File: config.mk
export PLATFORM = sky130hd
export DESIGN_NAME = sram_bus_arbiter
export DESIGN_NICKNAME = d
export VERILOG_FILES = /design/src/rtl/sram_bus_arbiter_pkg.sv /design/src/rtl/sram_bus_arbiter_grant.sv /design/src/rtl/sram_bus_arbiter.sv
export SDC_FILE = /design/constraint.sdc
export NUM_CORES = 1
export LEC_CHECK = 0
export ABC_AREA = 0
export CORE_AREA = 2 2 122 124
export CTS_CLUSTER_SIZE = 16
export DETAILED_ROUTE_END_ITERATION = 8
export DIE_AREA = 0 0 124 126
export GPL_ROUTABILITY_DRIVEN = 0
export PLACE_DENSITY_LB_ADDON = 0.05
export SETUP_SLACK_MARGIN = 0.4
export SLEW_MARGIN = 20
export SYNTH_ARGS = -nofsm -noshare
export SYNTH_HDL_FRONTEND = slang
export SYNTH_HIERARCHICAL = 1
export SYNTH_SLANG_ARGS = --single-unit
export TNS_END_PERCENT = 20
File: constraint.sdc
create_clock -name clk -period 3.3 [get_ports clk]
set_clock_uncertainty 0.15 [all_clocks]
set_input_delay 0.66 -clock clk [delete_from_list [all_inputs] [get_ports clk]]
set_output_delay 0.66 -clock clk [all_outputs]
set_load 0.03 [all_outputs]
File: src/rtl/sram_bus_arbiter_pkg.sv
// Shared types for the two-master sram-like bus arbiter.
//   arb_state_t : transaction FSM state
//   owner_t     : which requester holds the current transaction
//   sram_req_t  : latched request fields driven onto the memory port
package arb_pkg;

  localparam int ARB_ADDR_W = 32;
  localparam int ARB_DATA_W = 32;

  typedef enum logic [1:0] {
    IDLE,
    ADDR,
    RESP
  } arb_state_t;

  typedef enum logic {
    OWN_INST,
    OWN_DATA
  } owner_t;

  typedef struct packed {
    logic                    wr;
    logic [ARB_DATA_W/8-1:0] wstrb;
    logic [ARB_ADDR_W-1:0]   addr;
    logic [ARB_DATA_W-1:0]   wdata;
  } sram_req_t;

endpackage

File: src/rtl/sram_bus_arbiter_grant.sv
// arb_grant: fixed-priority grant (data over inst) with a bounded-starvation
// counter that forces an inst grant after STARVE_LIMIT consecutive data
// grants taken while inst was waiting.
//   clk, rst     : clock, async active-high reset
//   grant_en     : arbiter is free to grant this cycle
//   inst_req     : instruction-fetch request
//   data_req     : data-access request
//   grant_valid  : a grant happens on the next rising edge
//   grant_owner  : winner of that grant
import arb_pkg::*;

module arb_grant #(
  parameter int STARVE_LIMIT = 4
) (
  input  logic   clk,
  input  logic   rst,
  input  logic   grant_en,
  input  logic   inst_req,
  input  logic   data_req,
  output logic   grant_valid,
  output owner_t grant_owner
);

  localparam logic [3:0] LIMIT = 4'(STARVE_LIMIT);

  logic [3:0] starve_cnt;
  logic       inst_wins;

  always_comb begin
    inst_wins   = inst_req && (!data_req || (starve_cnt == LIMIT));
    grant_valid = grant_en && (inst_req || data_req);
    grant_owner = inst_wins ? OWN_INST : OWN_DATA;
  end

  // Only data grants taken over a waiting inst request count toward starvation.
  always_ff @(posedge clk or posedge rst) begin
    if (rst) begin
      starve_cnt <= '0;
    end else if (grant_valid) begin
      if (inst_wins) begin
        starve_cnt <= '0;
      end else if (inst_req && (starve_cnt < LIMIT)) begin
        starve_cnt <= starve_cnt + 4'd1;
      end
    end
  end

endmodule

File: src/rtl/sram_bus_arbiter.sv
// sram_bus_arbiter: serialises the inst-fetch and data sram-like ports onto
// one shared memory port, one outstanding transaction at a time.
//   inst_* / data_*   : requester ports (req, wr, wstrb, addr, wdata in;
//                       addr_ok, data_ok pulses and rdata out)
//   mem_*             : shared memory port (req, wr, wstrb, addr, wdata out;
//                       addr_ok, data_ok, rdata in)
//
// state | meaning
// IDLE  | no transaction held; grant on any request
// ADDR  | request latched, mem_req high, waiting for mem_addr_ok
// RESP  | address accepted, waiting for mem_data_ok
import arb_pkg::*;

module sram_bus_arbiter #(
  parameter int ADDR_W       = ARB_ADDR_W,
  parameter int DATA_W       = ARB_DATA_W,
  parameter int STARVE_LIMIT = 4
) (
  input  logic                clk,
  input  logic                rst,
  input  logic                inst_req,
  input  logic                inst_wr,
  input  logic [DATA_W/8-1:0] inst_wstrb,
  input  logic [ADDR_W-1:0]   inst_addr,
  input  logic [DATA_W-1:0]   inst_wdata,
  output logic                inst_addr_ok,
  output logic                inst_data_ok,
  output logic [DATA_W-1:0]   inst_rdata,
  input  logic                data_req,
  input  logic                data_wr,
  input  logic [DATA_W/8-1:0] data_wstrb,
  input  logic [ADDR_W-1:0]   data_addr,
  input  logic [DATA_W-1:0]   data_wdata,
  output logic                data_addr_ok,
  output logic                data_data_ok,
  output logic [DATA_W-1:0]   data_rdata,
  output logic                mem_req,
  output logic                mem_wr,
  output logic [DATA_W/8-1:0] mem_wstrb,
  output logic [ADDR_W-1:0]   mem_addr,
  output logic [DATA_W-1:0]   mem_wdata,
  input  logic                mem_addr_ok,
  input  logic                mem_data_ok,
  input  logic [DATA_W-1:0]   mem_rdata
);

  arb_state_t state_q, state_d;
  owner_t     owner_q;
  sram_req_t  req_q, req_sel;
  logic       grant_valid;
  owner_t     grant_owner;
  logic       addr_hs, data_hs, resp_inst, resp_data;

  arb_grant #(.STARVE_LIMIT(STARVE_LIMIT)) u_grant (
    .clk         (clk),
    .rst         (rst),
    .grant_en    (state_q == IDLE),
    .inst_req    (inst_req),
    .data_req    (data_req),
    .grant_valid (grant_valid),
    .grant_owner (grant_owner)
  );

  always_comb begin
    req_sel = (grant_owner == OWN_INST)
              ? '{wr: inst_wr, wstrb: inst_wstrb, addr: inst_addr, wdata: inst_wdata}
              : '{wr: data_wr, wstrb: data_wstrb, addr: data_addr, wdata: data_wdata};
  end

  // A mem_data_ok outside RESP is ignored, including one coincident with
  // mem_addr_ok in ADDR.
  always_comb begin
    state_d = state_q;
    case (state_q)
      IDLE:    if (grant_valid) state_d = ADDR;
      ADDR:    if (mem_addr_ok) state_d = RESP;
      RESP:    if (mem_data_ok) state_d = IDLE;
      default: state_d = IDLE;
    endcase
  end

  always_ff @(posedge clk or posedge rst) begin
    if (rst) begin
      state_q <= IDLE;
      owner_q <= OWN_INST;
      req_q   <= '0;
    end else begin
      state_q <= state_d;
      if (grant_valid) begin
        owner_q <= grant_owner;
        req_q   <= req_sel;
      end
    end
  end

  // Memory request fields come only from the latch so requesters may move on
  // after their addr_ok.
  always_comb begin
    mem_req      = (state_q == ADDR);
    mem_wr       = req_q.wr;
    mem_wstrb    = req_q.wstrb;
    mem_addr     = req_q.addr;
    mem_wdata    = req_q.wdata;

    addr_hs      = (state_q == ADDR) && mem_addr_ok;
    data_hs      = (state_q == RESP) && mem_data_ok;
    resp_inst    = (state_q == RESP) && (owner_q == OWN_INST);
    resp_data    = (state_q == RESP) && (owner_q == OWN_DATA);

    inst_addr_ok = addr_hs && (owner_q == OWN_INST);
    data_addr_ok = addr_hs && (owner_q == OWN_DATA);
    inst_data_ok = data_hs && (owner_q == OWN_INST);
    data_data_ok = data_hs && (owner_q == OWN_DATA);
    inst_rdata   = resp_inst ? mem_rdata : '0;
    data_rdata   = resp_data ? mem_rdata : '0;
  end

endmodule

==> impl_metrics.env <==
export IMPL_nets=895
export IMPL_rows=44
export IMPL_slew_violations=0
export IMPL_max_freq_mhz=344
export IMPL_crit_fanout=33
export IMPL_synth_top_area_share_pct=47.4
export IMPL_initial_utilization_pct=28.0
export IMPL_ys_warn_count=6
export IMPL_cp_end_kind="output port"
export IMPL_yosys_top_cells_area="dfrtp_1, mux2i_1, and2_1, a21oi_1, nor2_1"
export IMPL_crit_chain="nor3b_2 > buf_4 > and2_1 > clkdlybuf4s50_1"
export IMPL_diodes=0
export IMPL_numCtsBuffers=9
export IMPL_cpPeakStageDelay_ns=0.67
export IMPL_avgRoutedWirePerCell_um=15.2
export IMPL_fin_setup_tns_ns=0
export IMPL_drc=0
export IMPL_vias=3990
export IMPL_grt_pass1_wl_mm=20.6
export IMPL_synth_most_common_cell="dfrtp_1"
export IMPL_port_buffers=313
export IMPL_cts_setup_buffers=0
export IMPL_syn_area_um2=4010
export IMPL_postPlaceCellArea_um2=7320
export IMPL_peakVddDrop_mv=0.355
export IMPL_antenna_found_initial=0
export IMPL_final_fill_count=1297
export IMPL_worstPathRequired_ns=2.49
export IMPL_drv_cap=0
export IMPL_synthToLayoutAreaGrowth_pct=90.7
export IMPL_post_route_cell_area_um2=7650
export IMPL_drive_gt1_share_pct=4.57
export IMPL_critPathKind="register to output port"
export IMPL_power_density_nw_per_um2=818
export IMPL_p_leak_nw=3.61
export IMPL_cts_root_buf="clkbuf_16"
export IMPL_clk_path_buf_depth=2
export IMPL_dieWidth_um=124
export IMPL_synth_nets=592
export IMPL_synth_common_cells="dfrtp_1, nor2_1, a21oi_1, mux2i_1, and2_1"
export IMPL_grt_max_degree=77
export IMPL_grt_setup_unrepaired="true"
export IMPL_cpMaxStageDelayCell="clkdlybuf4s50_1"
export IMPL_cts_tree="built"
export IMPL_clkSinkCount=76
export IMPL_synth_edf_count=0
export IMPL_ant_nets=0
export IMPL_arrival_ns=2.10
export IMPL_fp_coreArea_um2=14300
export IMPL_synth_top_area_cell="dfrtp_1"
export IMPL_worstSkewPairLatency_ns=0.32
export IMPL_die_h_um=126
export IMPL_max_slew_worst_pin_slew_ns=0.461
export IMPL_placed_cells=890
export IMPL_stdcell_count=906
export IMPL_overflow=0
export IMPL_startpoint_type="register"
export IMPL_drtIter0Drc=102
export IMPL_ios=314
export IMPL_die_area_um2=15600
export IMPL_wl_mm=13.8
export IMPL_syn_inst=414
export IMPL_synth_cell_types=28
export IMPL_track_usage_pct=17.1
export IMPL_final_hold_violation_count=0
export IMPL_async_reset_ff_share_pct=100
export IMPL_drtPass1Iterations=3
export IMPL_maxSlewHeadroom_pct=69.2
export IMPL_fin_crit_sh_pct=88.2
export IMPL_min_path_type="register to register"
export IMPL_status="completed"
export IMPL_syn_avg_cell_area_um2=9.69
export IMPL_yosysSeqAreaShare_pct=47.4
export IMPL_setup_viol=0
export IMPL_synth_flop_cell="dfrtp_1"
export IMPL_grt_pass1_vias=3936
export IMPL_path_clk_slew_ns=0.06
export IMPL_yosys_register_bits=76
export IMPL_holdWs_ns=0.372
export IMPL_holdBufCountCts=0
export IMPL_cts_max_level=3
export IMPL_routed_via_density=4.40
export IMPL_dpl_hpwl_mm=11.1
export IMPL_post_route_min_period_ns=2.91
## registers in the layout, summed over array words and instances (netlist names)
name / count
mem_wstrb: 4
owner_q: 1
u_grant/starve_cnt: 4
mem_addr: 32
mem_wdata: 32
state_q: 2
mem_wr: 1
## worst max-delay path: cells and delay by family (launching register included)
kind                   cells  cell delay (ns)
buffers and inverters      2             0.96
flip-flops                 1             0.45
AND/OR/NAND/NOR            2             0.36
## layer usage
metal | global-route usage (%) | wire length, µm | vias up
met5 | 0 | 0 | -
met4 | 6.01 | 236 | 0
met3 | 4.80 | 1340 | 16
met2 | 32.9 | 7440 | 170
met1 | 17.3 | 4770 | 1789
li1 | - | - | 2015
## kinds of logic (layout without fill, tap and decap cells)
group | Yosys count | in the layout | share of synthesized area (%)
buffers and inverters | 36 | 344 | 4.52
muxes | 72 | 72 | 18.0
adders and majority gates | 2 | 2 | 0.624
DFF | 76 | 76 | 47.4
AOI/OAI and AO/OA | 77 | 77 | 10.0
and+or+nand+nor | 151 | 151 | 19.4
## cell usage in the layout, fill, tap and decap left out, types with 3 or more instances in the layout
cell and count:
clkinv_2 3, inv_1 5, clkbuf_16 9, nor2_1 72
a21oi_1 70, buf_4 7, and2_1 66, dfrtp_1 76
dlygate4sd2_1 13, clkdlybuf4s50_1 290, dlymetal6s2s_1 10, mux2i_1 70
## metrics by stage
step / utilization [%] / setup slack, ns / power (mW)
after CTS: 53.3 / 0.373 / 6.34
after global placement: 51.2 / 0.434 / 5.25
final: 53.4 / 0.389 / 6.26
after global routing: 53.4 / 0.286 / 6.65
after floorplan: - / 0.665 / 3.70
after detailed placement: 51.2 / 0.421 / 5.29
## layout make-up
class / instances / area (µm²) / share of cell area, %
Timing Repair Buffer: 322 / 3230 / 42.3
Multi-Input combinational cell: 302 / 1940 / 25.4
Sequential cell: 76 / 1900 / 24.9
Tap cell: 184 / 230 / 3.01
Clock buffer: 9 / 225 / 2.95
Clock inverter: 7 / 91.3 / 1.19
Inverter: 6 / 22.5 / 0.295
## repair_timing
action                                  4_1_cts  5_1_grt
resized for setup                            13       10
cloned                                        0        0
pin swaps                                     0        0
endpoints found under the setup margin       66       54
## report_power, final
group          internal, mW  switching [mW]
logic                  1.49            2.09
clock network         0.659           0.376
registers              1.39           0.258
## final timing paths
check / start / endpoint / slack, ns / cells past startpoint
hold reg to reg: mem_addr[4] / mem_addr[4] / 0.37 / 2
hold / removal: mem_addr[4] / mem_addr[4] / 0.37 / 2
max in group asynchronous: rst / mem_addr[12] / 1.63 / 3
setup reg to reg: u_grant/starve_cnt[0] / mem_addr[9] / 1.04 / 8
min in group asynchronous: rst / u_grant/starve_cnt[0] / 0.45 / 2
setup / recovery: state_q[0] / inst_rdata[29] / 0.39 / 4
No activity file was read; power rests on OpenSTA's default activity.
